$ cat config.mk
export PLATFORM = sky130hd
export DESIGN_NAME = psum_hs_rx
export DESIGN_NICKNAME = d
export VERILOG_FILES = /design/src/rtl/psum_link_pkg.sv /design/src/rtl/psum_rx_fifo.sv /design/src/rtl/psum_hs_rx.sv
export SDC_FILE = /design/constraint.sdc
export NUM_CORES = 1
export LEC_CHECK = 0
export ABC_AREA = 1
export CAP_MARGIN = 15
export CORE_UTILIZATION = 55
export DETAILED_ROUTE_END_ITERATION = 10
export GPL_TIMING_DRIVEN = 0
export PLACE_DENSITY = 0.79
export SYNTH_ARGS = -nofsm -noshare
export SYNTH_HDL_FRONTEND = slang
export SYNTH_SLANG_ARGS = --single-unit
$ cat constraint.sdc
create_clock -name clk -period 3.3 [get_ports clk]
set_input_delay 0.825 -clock clk [delete_from_list [all_inputs] [get_ports clk]]
set_output_delay 0.825 -clock clk [all_outputs]
set_load 0.1 [all_outputs]
$ cat src/rtl/psum_link_pkg.sv
// Shared constants and types for the inter-core partial-sum link.
// Used by the receive side now and by the transmit side later.
package psum_link_pkg;

    localparam int BW          = 8;
    localparam int BW_PSUM     = 2 * BW + 4;
    localparam int SUM_W       = BW_PSUM + 4;
    localparam int FIFO_DEPTH  = 4;
    localparam int SYNC_STAGES = 2;
    localparam int CNT_W       = $clog2(FIFO_DEPTH) + 1;

    typedef enum logic [1:0] {
        IDLE       = 2'd0,
        ACK        = 2'd1,
        WAIT_SPACE = 2'd2
    } rx_state_e;

    // One extra bit of headroom means the sum of two signed operands can never overflow.
    function automatic logic [SUM_W:0] fuse_sum(input logic [SUM_W-1:0] a,
                                                input logic [SUM_W-1:0] b);
        return {a[SUM_W-1], a} + {b[SUM_W-1], b};
    endfunction

endpackage

$ cat src/rtl/psum_rx_fifo.sv
// Circular-buffer FIFO with occupancy count; push is ignored when full, pop when empty.
// Shared by the receive and transmit ends of the partial-sum link.
module psum_rx_fifo #(
    parameter int WIDTH = 24,
    parameter int DEPTH = 4
) (
    input  logic                     clk,
    input  logic                     reset,
    input  logic                     push,
    input  logic [WIDTH-1:0]         push_data,
    input  logic                     pop,
    output logic [WIDTH-1:0]         pop_data,
    output logic                     full,
    output logic                     empty,
    output logic [$clog2(DEPTH):0]   count
);

    localparam int PTR_W = $clog2(DEPTH);

    logic [WIDTH-1:0] mem_q [DEPTH];
    logic [PTR_W-1:0] wr_ptr_q, wr_ptr_d;
    logic [PTR_W-1:0] rd_ptr_q, rd_ptr_d;
    logic [PTR_W:0]   count_q, count_d;
    logic             do_push;
    logic             do_pop;

    assign full     = (count_q == (PTR_W+1)'(DEPTH));
    assign empty    = (count_q == '0);
    assign count    = count_q;
    assign pop_data = mem_q[rd_ptr_q];

    always_comb begin
        do_push  = push & ~full;
        do_pop   = pop & ~empty;
        wr_ptr_d = wr_ptr_q + PTR_W'(do_push);
        rd_ptr_d = rd_ptr_q + PTR_W'(do_pop);
        count_d  = count_q + (PTR_W+1)'(do_push) - (PTR_W+1)'(do_pop);
    end

    always_ff @(posedge clk) begin
        if (reset) begin
            wr_ptr_q <= '0;
            rd_ptr_q <= '0;
            count_q  <= '0;
        end else begin
            wr_ptr_q <= wr_ptr_d;
            rd_ptr_q <= rd_ptr_d;
            count_q  <= count_d;
        end
    end

    // NOTE: storage is deliberately not reset; the count guards every read, so stale data is never seen.
    always_ff @(posedge clk) begin
        if (do_push) begin
            mem_q[wr_ptr_q] <= push_data;
        end
    end

endmodule

$ cat src/rtl/psum_hs_rx.sv
// Receive end of the 4-phase partial-sum link: synchronise req, buffer partner sums,
// and fuse each buffered word with the local core sum onto a valid/ready output.
module psum_hs_rx
    import psum_link_pkg::*;
(
    input  logic             clk,
    input  logic             reset,
    input  logic             rx_req,
    input  logic [SUM_W-1:0] rx_sum_in,
    output logic             rx_ack,
    input  logic [SUM_W-1:0] local_sum,
    input  logic             local_valid,
    output logic             local_ready,
    output logic [SUM_W:0]   fused_sum,
    output logic             fused_valid,
    input  logic             fused_ready,
    output logic [CNT_W-1:0] fifo_count,
    output logic             proto_err
);

    logic [SYNC_STAGES-1:0] sync_q, sync_d;
    logic                   req_s;

    rx_state_e              state_q, state_d;
    logic                   rx_ack_q, rx_ack_d;
    logic                   proto_err_q, proto_err_d;
    logic                   fused_valid_q, fused_valid_d;
    logic [SUM_W:0]         fused_sum_q, fused_sum_d;

    logic                   push;
    logic                   fire;
    logic [SUM_W-1:0]       fifo_head;
    logic                   fifo_full;
    logic                   fifo_empty;

    psum_rx_fifo #(
        .WIDTH (SUM_W),
        .DEPTH (FIFO_DEPTH)
    ) u_fifo (
        .clk       (clk),
        .reset     (reset),
        .push      (push),
        .push_data (rx_sum_in),
        .pop       (fire),
        .pop_data  (fifo_head),
        .full      (fifo_full),
        .empty     (fifo_empty),
        .count     (fifo_count)
    );

    assign sync_d = {sync_q[SYNC_STAGES-2:0], rx_req};
    assign req_s  = sync_q[SYNC_STAGES-1];

    // NOTE: every always_comb output gets a default first, so no path can infer a latch.
    always_comb begin
        state_d     = state_q;
        rx_ack_d    = rx_ack_q;
        proto_err_d = proto_err_q;
        push        = 1'b0;
        unique case (state_q)
            IDLE: begin
                if (req_s) begin
                    if (!fifo_full) begin
                        push     = 1'b1;
                        rx_ack_d = 1'b1;
                        state_d  = ACK;
                    end else begin
                        state_d  = WAIT_SPACE;
                    end
                end
            end
            WAIT_SPACE: begin
                // A withdrawn request wins: rx_sum_in is no longer guaranteed stable.
                if (!req_s) begin
                    proto_err_d = 1'b1;
                    state_d     = IDLE;
                end else if (!fifo_full) begin
                    push     = 1'b1;
                    rx_ack_d = 1'b1;
                    state_d  = ACK;
                end
            end
            ACK: begin
                if (!req_s) begin
                    rx_ack_d = 1'b0;
                    state_d  = IDLE;
                end
            end
            default: begin
                rx_ack_d = 1'b0;
                state_d  = IDLE;
            end
        endcase
    end

    always_comb begin
        fire          = ~fifo_empty & local_valid & (~fused_valid_q | fused_ready);
        fused_sum_d   = fused_sum_q;
        fused_valid_d = fused_valid_q;
        if (fire) begin
            fused_sum_d   = fuse_sum(local_sum, fifo_head);
            fused_valid_d = 1'b1;
        end else if (fused_ready) begin
            fused_valid_d = 1'b0;
        end
    end

    // NOTE: state is updated only with non-blocking assignments so all flops sample the same edge.
    always_ff @(posedge clk) begin
        if (reset) begin
            sync_q        <= '0;
            state_q       <= IDLE;
            rx_ack_q      <= 1'b0;
            proto_err_q   <= 1'b0;
            fused_valid_q <= 1'b0;
            fused_sum_q   <= '0;
        end else begin
            sync_q        <= sync_d;
            state_q       <= state_d;
            rx_ack_q      <= rx_ack_d;
            proto_err_q   <= proto_err_d;
            fused_valid_q <= fused_valid_d;
            fused_sum_q   <= fused_sum_d;
        end
    end

    assign rx_ack      = rx_ack_q;
    assign proto_err   = proto_err_q;
    assign fused_valid = fused_valid_q;
    assign fused_sum   = fused_sum_q;
    assign local_ready = fire;

endmodule

Word level (Yosys, flattened, before mapping)
Memory sizes are Yosys's and may differ from the RTL's. A register that Yosys moved wholly into a read port is not among the register bits.
Index checks and enable logic that the tools add are counted.
{"block": "totals", "input_bits": 53, "output_inout_bits": 32, "reg_bits": 39, "ram_bits": 96, "word_cells": 57, "n_memories": 1}
{"block": "classes", "reduce_logical": 7, "eq_ne": 8, "add_sub_neg": 5, "bitwise": 9, "mux": 18}
{"name": "u_fifo.mem_q", "depth": 4, "word_bits": 24, "rd": 1, "rd_clocked_by_memory_dff": 1, "write_ports": 1, "line": "psum_rx_fifo.sv:20", "text": "logic [WIDTH-1:0] mem_q [DEPTH];"}
{"op": "adder 24 x 24 -> 25 bit", "n": 1}
{"op": "two-way mux 2 bit", "n": 6}
{"op": "two-way mux 1 bit", "n": 10}
{"op": "!= test 2 bit (second input constant)", "n": 3}
{"op": "one-hot mux 2 bit (3 select lines)", "n": 1}
{"op": "AND reduction 3 bit", "n": 2}
{"op": "adder 2 x 1 -> 2 bit", "n": 2}
{"op": "AND 1 bit", "n": 4}
{"op": "inverter 1 bit", "n": 4}
{"op": "adder 3 x 1 -> 3 bit", "n": 1}
{"op": "== test 3 bit (second input constant)", "n": 1}
{"op": "logical NOT 3 bit", "n": 1}
{"op": "!= test 3 bit (second input constant)", "n": 1}
{"op": "subtractor 3 x 1 -> 3 bit", "n": 1}
{"op": "== test 2 x 1 -> 1 bit (second input constant)", "n": 1}
{"op": "== test 2 bit (second input constant)", "n": 1}
{"op": "logical NOT 2 bit", "n": 1}
{"op": "!= test 2 x 1 -> 1 bit (second input constant)", "n": 1}
{"op": "one-hot mux 1 bit (2 select lines)", "n": 1}
{"op": "AND reduction 2 bit", "n": 1}
{"op": "nonzero test 2 bit", "n": 1}
{"op": "OR reduction 2 bit", "n": 1}
{"op": "bitwise OR 1 bit", "n": 1}

Longest topological paths before layout
{"block": "logic_depth", "depth_word": 7, "depth_mapped": 18, "ltp_nobuf": 16}

Modules after synthesis
A second synthesis with hierarchy kept.
{"block": "unflattened", "cells_unflattened": 826, "hier_area_um2": 7073.0}
{"mod": "psum_rx_fifo", "cells_each": 283, "seq_area_each_um2": 3022.9, "area_per_inst_um2": 3997.6, "instances": 1}
{"mod": "psum_hs_rx", "cells_each": 543, "seq_area_each_um2": 640.6, "area_per_inst_um2": 3075.4, "instances": 1}

Worst setup path before layout
No wires, ideal clock.
{"block": "synth_timing", "path_kind": "register to register", "startpoint": "reg u_fifo.count_q[1], in the netlist u_fifo.count[1]", "endpoint": "mem u_fifo.mem_q[0][0] (enable)", "stages_incl_launch_ff": 7, "period_less_slack_ns": 3.645, "path_slack_ns": -0.345, "setup_time_ns": 0.435, "path_buffers": 0, "required_ns": 2.865, "arrival_ns": 3.210, "path_cell_list": "dfxtp_1 > inv_2 > nand2_1 > nor2_1 > inv_1 > nand3_1 > nor3_1"}
{"block": "synth_between", "elab_chain_len": 7, "word_cells_on_any_way": 8, "classes_between": "1 x eq/ne; 5 x mux; 2 x bitwise"}
{"item": "start, declared", "line": "psum_rx_fifo.sv:23", "text": "logic [PTR_W:0] count_q, count_d;"}
{"item": "start signal, assigned", "line": "psum_rx_fifo.sv:48", "text": "count_q <= count_d;"}
{"item": "== test 3 bit (*)", "line": "psum_rx_fifo.sv:27", "text": "assign full = (count_q == (PTR_W+1)'(DEPTH));"}
{"item": "two-way mux 1 bit", "line": "psum_hs_rx.sv:63, psum_hs_rx.sv:77"}
{"item": "two-way mux 1 bit", "line": "psum_hs_rx.sv:62", "text": "if (req_s) begin"}
{"item": "two-way mux 1 bit"}
{"item": "AND 1 bit (*)", "line": "psum_rx_fifo.sv:33", "text": "do_push = push & ~full;"}
{"item": "two-way mux 1 bit (*)", "line": "psum_rx_fifo.sv:54", "text": "if (do_push) begin"}
{"item": "two-way mux 1 bit (implied by the code) (*)", "line": "psum_rx_fifo.sv:55", "text": "mem_q[wr_ptr_q] <= push_data;"}
{"item": "end, declared", "line": "psum_rx_fifo.sv:20"}
Every way passes the cells marked *; elsewhere a longest branch is shown, timed or not.

Worst setup path after layout
{"block": "layout_timing", "startpoint": "in fused_ready", "endpoint": "out local_ready"}
{"block": "layout_between", "elab_chain_len": 2}
{"item": "start, declared", "line": "psum_hs_rx.sv:16", "text": "input logic fused_ready,"}
{"item": "bitwise OR 1 bit", "line": "psum_hs_rx.sv:97", "text": "fire = ~fifo_empty & local_valid & (~fused_valid_q | fused_ready);"}
{"item": "AND 1 bit", "line": "psum_hs_rx.sv:97"}
{"item": "end, declared", "line": "psum_hs_rx.sv:13", "text": "output logic local_ready,"}
Every way passes these cells.

==> impl_metrics.prom <==
# TYPE chip_impl_metric gauge
chip_impl_info{name="outcome",value="complete, no violations"} 1
chip_impl_info{name="ctsRootBufferMaster",value="sky130_fd_sc_hd__clkbuf_16"} 1
chip_impl_metric{name="count_of_unique_library_cells_instantiated_by_yosys",unit=""} 31
chip_impl_metric{name="mapped_cells",unit=""} 797
chip_impl_metric{name="cts_hold_buf",unit=""} 0
chip_impl_info{name="post_synth_top_area_cell",value="sky130_fd_sc_hd__edfxtp_1"} 1
chip_impl_metric{name="chipWidth",unit="um"} 113.9
chip_impl_info{name="min-delay-start",value="sync_q[0]"} 1
chip_impl_info{name="cts_tree",value="built"} 1
chip_impl_metric{name="grt_max_degree",unit=""} 17
chip_impl_metric{name="synth_seq_cells",unit=""} 135
chip_impl_metric{name="synth.cell_area",unit="um2"} 6887
chip_impl_metric{name="detail_route.iter0.violations",unit=""} 390
chip_impl_info{name="path_delay_family",value="buffers and inverters"} 1
chip_impl_metric{name="synth_sequential_area_ratio",unit="%"} 53.20
chip_impl_metric{name="finalCoreUtilization",unit="%"} 71.47
chip_impl_metric{name="number_of_antenna_violations_at_the_first_check_in_global_routing",unit=""} 0
chip_impl_metric{name="port_buffers",unit=""} 83
chip_impl_info{name="reg2reg_start",value="u_fifo.rd_ptr_q[0]"} 1
chip_impl_info{name="worst-setup-path-type",value="input pin to output pin"} 1
chip_impl_metric{name="powerDensity",unit="nW/um2"} 951.7
chip_impl_metric{name="htree_num_levels",unit=""} 4
chip_impl_metric{name="rrSetupSlack",unit="ps"} 270
chip_impl_metric{name="remaining_drc_errors",unit=""} 0
chip_impl_info{name="layout_commonest_cell",value="sky130_fd_sc_hd__nand2_1"} 1
chip_impl_metric{name="fillers",unit=""} 925
chip_impl_metric{name="post-synth-top-area-fraction",unit="%"} 41.86
chip_impl_metric{name="placement.cell_area",unit="um2"} 8049
chip_impl_metric{name="first_global_vias",unit=""} 5670
chip_impl_metric{name="fin_total_pwr",unit="mW"} 8.238
chip_impl_info{name="setup.worst_path.start_class",value="input pin"} 1
chip_impl_metric{name="finalHoldViolations",unit=""} 0
chip_impl_metric{name="timing.final.crit_share",unit="%"} 94.64
chip_impl_metric{name="irDropWorstVdd",unit="mV"} 0.4681
chip_impl_metric{name="groute.usage.overall",unit="%"} 28.91
chip_impl_metric{name="finalSetupTns",unit="ps"} 0
chip_impl_metric{name="worst_skew_pair.late_latency",unit="ps"} 420
chip_impl_metric{name="initial_util",unit="%"} 56.86
chip_impl_info{name="slowest_stage",value="sky130_fd_sc_hd__clkdlybuf4s50_1"} 1
chip_impl_metric{name="grt_overflow_total",unit=""} 0
chip_impl_metric{name="critical-path-max-stage-delay",unit="ps"} 450
chip_impl_metric{name="max_slew_margin",unit="%"} 31.69
chip_impl_metric{name="finalNetCount",unit=""} 990
chip_impl_metric{name="p_leak",unit="nW"} 3.748
chip_impl_metric{name="post_drt_via_cell_ratio",unit=""} 5.280
chip_impl_metric{name="dieHeight",unit="um"} 113.9
chip_impl_info{name="main_flop_type_after_synthesis",value="sky130_fd_sc_hd__edfxtp_1"} 1
chip_impl_metric{name="routabilityCongestion",unit=""} 0.9172
chip_impl_metric{name="detail_route.first_pass.iterations",unit=""} 5
chip_impl_metric{name="dpl.hpwl",unit="um"} 13420
chip_impl_metric{name="worst_r2r_path_depth",unit=""} 14
chip_impl_metric{name="rows",unit=""} 40
chip_impl_metric{name="post_cts_buffers",unit=""} 0
chip_impl_metric{name="ys_async_sr_fraction",unit="%"} 0
chip_impl_metric{name="setup_viol",unit=""} 0
chip_impl_info{name="cp-end-kind",value="output pin"} 1
chip_impl_info{name="path_cells",value="clkdlybuf4s50_1, inv_1, nand2_1, nand3_2, inv_2, buf_2, buf_6"} 1
chip_impl_metric{name="postSynthAreaPerCell",unit="um2"} 8.641
chip_impl_metric{name="count_of_pins_over_their_slew_limit",unit=""} 0
chip_impl_metric{name="drt-wirelength-per-cell",unit="um"} 16.23
chip_impl_metric{name="n_antenna_cell",unit=""} 0
chip_impl_info{name="hold_class",value="flip-flop to flip-flop"} 1
chip_impl_metric{name="synth_fp_nets",unit=""} 880
chip_impl_metric{name="maxCapViolCount",unit=""} 0
chip_impl_metric{name="tritoncts_sink_count",unit=""} 135
chip_impl_metric{name="synth-edff-count",unit=""} 96
chip_impl_metric{name="ys_warn_count",unit=""} 0
chip_impl_metric{name="die-area",unit="um2"} 12970
chip_impl_metric{name="vias",unit=""} 5739
chip_impl_info{name="hold-path-endpoint",value="sync_q[1]"} 1
chip_impl_metric{name="post_synthesis_to_final_layout_area_growth",unit="%"} 25.69
chip_impl_metric{name="cts_buffers",unit=""} 17
chip_impl_metric{name="min_period",unit="ps"} 3123
chip_impl_info{name="unrepaired_setup_endpoints_after_global_routing",value="false"} 1
chip_impl_metric{name="worst-endpoint-arrival",unit="ps"} 2300
chip_impl_info{name="layout_common_cells",value="183 x sky130_fd_sc_hd__nand2_1, 119 x sky130_fd_sc_hd__inv_1, 96 x sky130_fd_sc_hd__edfxtp_1"} 1
chip_impl_metric{name="postRouteWirelength",unit="um"} 17640
chip_impl_metric{name="critical_path.n_buffers_inverters",unit=""} 5
chip_impl_metric{name="final_cell_area",unit="um2"} 8656
chip_impl_metric{name="worst_slew_pin_slew",unit="ps"} 1021
chip_impl_metric{name="clock_tree.buffer_depth",unit=""} 2
chip_impl_metric{name="clock-skew-final",unit="ps"} 6.695
chip_impl_metric{name="share_of_final_layout_standard_cells_stronger_than_drive_strength_1",unit="%"} 8.487
chip_impl_info{name="critical_register_to_register_path_endpoint",value="fused_sum[21]"} 1
chip_impl_metric{name="ioPinCount",unit=""} 85
chip_impl_metric{name="timing.critical_path.required",unit="ps"} 2470
chip_impl_metric{name="hold_slack",unit="ps"} 408.4
chip_impl_metric{name="grt_pass1_wl",unit="um"} 27810
chip_impl_metric{name="coreArea",unit="um2"} 12110
chip_impl_metric{name="clkSlewWorstSetupHoldPaths",unit="ps"} 60
chip_impl_metric{name="worst_hold_path.num_cells",unit=""} 2
chip_impl_metric{name="worst-path-max-fanout",unit=""} 10
chip_impl_info{name="synth_top_cells_by_area",value="sky130_fd_sc_hd__edfxtp_1 42%, sky130_fd_sc_hd__dfxtp_1 11%, sky130_fd_sc_hd__nand2_1 10%"} 1
chip_impl_metric{name="max_clock_freq",unit="GHz"} 0.3202
chip_impl_metric{name="ant_nets",unit=""} 0
[worst register-to-register path, stage by stage, from the launching register on]
cell and delay, ps:
sky130_fd_sc_hd__dfxtp_1 430, sky130_fd_sc_hd__clkbuf_1 470, sky130_fd_sc_hd__o21ai_0 220, sky130_fd_sc_hd__o22ai_1 270
sky130_fd_sc_hd__ha_1 340, sky130_fd_sc_hd__nand2_1 200, sky130_fd_sc_hd__inv_2 50, sky130_fd_sc_hd__a21oi_1 240
sky130_fd_sc_hd__nand2_1 180, sky130_fd_sc_hd__nand2_1 120, sky130_fd_sc_hd__nand3_1 80, sky130_fd_sc_hd__nand2_1 70
sky130_fd_sc_hd__nand3_1 120, sky130_fd_sc_hd__nand2_1 100, sky130_fd_sc_hd__inv_1 40
[registers in the layout, indices dropped and copies added (netlist names)]
name             flops
state_q              2
u_fifo.count         3
fused_sum           25
u_fifo.rd_ptr_q      2
proto_err            1
fused_valid          1
rx_ack               1
u_fifo.mem_q        96
u_fifo.wr_ptr_q      2
sync_q               2
[area by class of cell]
cell class	count	area, um2	share of cell area [%]
plain buffers	23	100.1	1.156
clock buffers	17	425.4	4.915
clock inverters	14	173.9	2.009
inverters	126	473.0	5.464
multi-input cells	513	2676	30.92
flip-flops and latches	135	3664	42.32
well taps	168	210.2	2.428
repair buffers	91	933.4	10.78
[cells in the mapped netlist, types with 3 or more instances]
master / instances
sky130_fd_sc_hd__xor2_1: 6
sky130_fd_sc_hd__o21a_1: 14
sky130_fd_sc_hd__nand3_2: 3
sky130_fd_sc_hd__o21ai_0: 59
sky130_fd_sc_hd__nor2_1: 89
sky130_fd_sc_hd__nand2_1: 183
sky130_fd_sc_hd__xnor2_1: 3
sky130_fd_sc_hd__nor2_4: 4
sky130_fd_sc_hd__nor3_1: 6
sky130_fd_sc_hd__buf_2: 6
sky130_fd_sc_hd__dfxtp_1: 39
sky130_fd_sc_hd__o22ai_1: 24
sky130_fd_sc_hd__nand2_2: 6
sky130_fd_sc_hd__edfxtp_1: 96
sky130_fd_sc_hd__ha_1: 28
sky130_fd_sc_hd__o21bai_1: 4
sky130_fd_sc_hd__nand3_1: 36
sky130_fd_sc_hd__clkbuf_1: 17
sky130_fd_sc_hd__a21o_1: 3
sky130_fd_sc_hd__nor2_2: 3
sky130_fd_sc_hd__inv_1: 119
sky130_fd_sc_hd__inv_2: 7
sky130_fd_sc_hd__nand4_1: 8
sky130_fd_sc_hd__a21oi_1: 24
[logic make-up after synthesis]
group | synth area share [%]
xor+xnor | 1.145
compound gates | 10.57
simple gates | 21.18
flops | 53.20
buf+inv | 8.230
fa+ha+maj | 5.669
[power breakdown]
group | internal, mW | total, mW | switching [mW]
Sequential | 1.99 | 2.09 | 0.0919
Clock | 1.19 | 1.92 | 0.732
Combinational | 1.19 | 4.23 | 3.04
Total | 4.37 | 8.24 | 3.86
[how the worst max path moves through the flow]
stage	slack, ps	cells after the start	start	to
3_3_place_gp	-900	6	u_fifo.count[1]	u_fifo.mem_q[1][9]
4_1_cts	100	7	fused_ready	local_ready
2_1_floorplan	-350	6	u_fifo.count[1]	u_fifo.mem_q[0][0]
6_report	180	7	fused_ready	local_ready
5_1_grt	30	15	u_fifo.rd_ptr_q[1]	fused_sum[21]
3_5_place_dp	-750	7	fused_ready	local_ready
[metrics by stage]
stage | worst slack (ps) | cells
after detailed placement | -746.1 | 1056
final | 176.9 | 1087
after global routing | 34.17 | 1087
after global placement | -902.1 | 1048
after floorplan | -345.3 | 797
after CTS | 103.4 | 1087
[what timing repair did]
item	4_1_cts	5_1_grt
pin swaps	0	0
setup endpoints to repair	1	11
resized for setup	6	11
[metal layers]
metal	share of wire (%)	track usage, %
met5	0	0
met1	41	33.84
met3	4.3	6.057
met4	2.3	10.30
met2	52	52.44
Note: power is estimated with default switching activity, not from simulation.
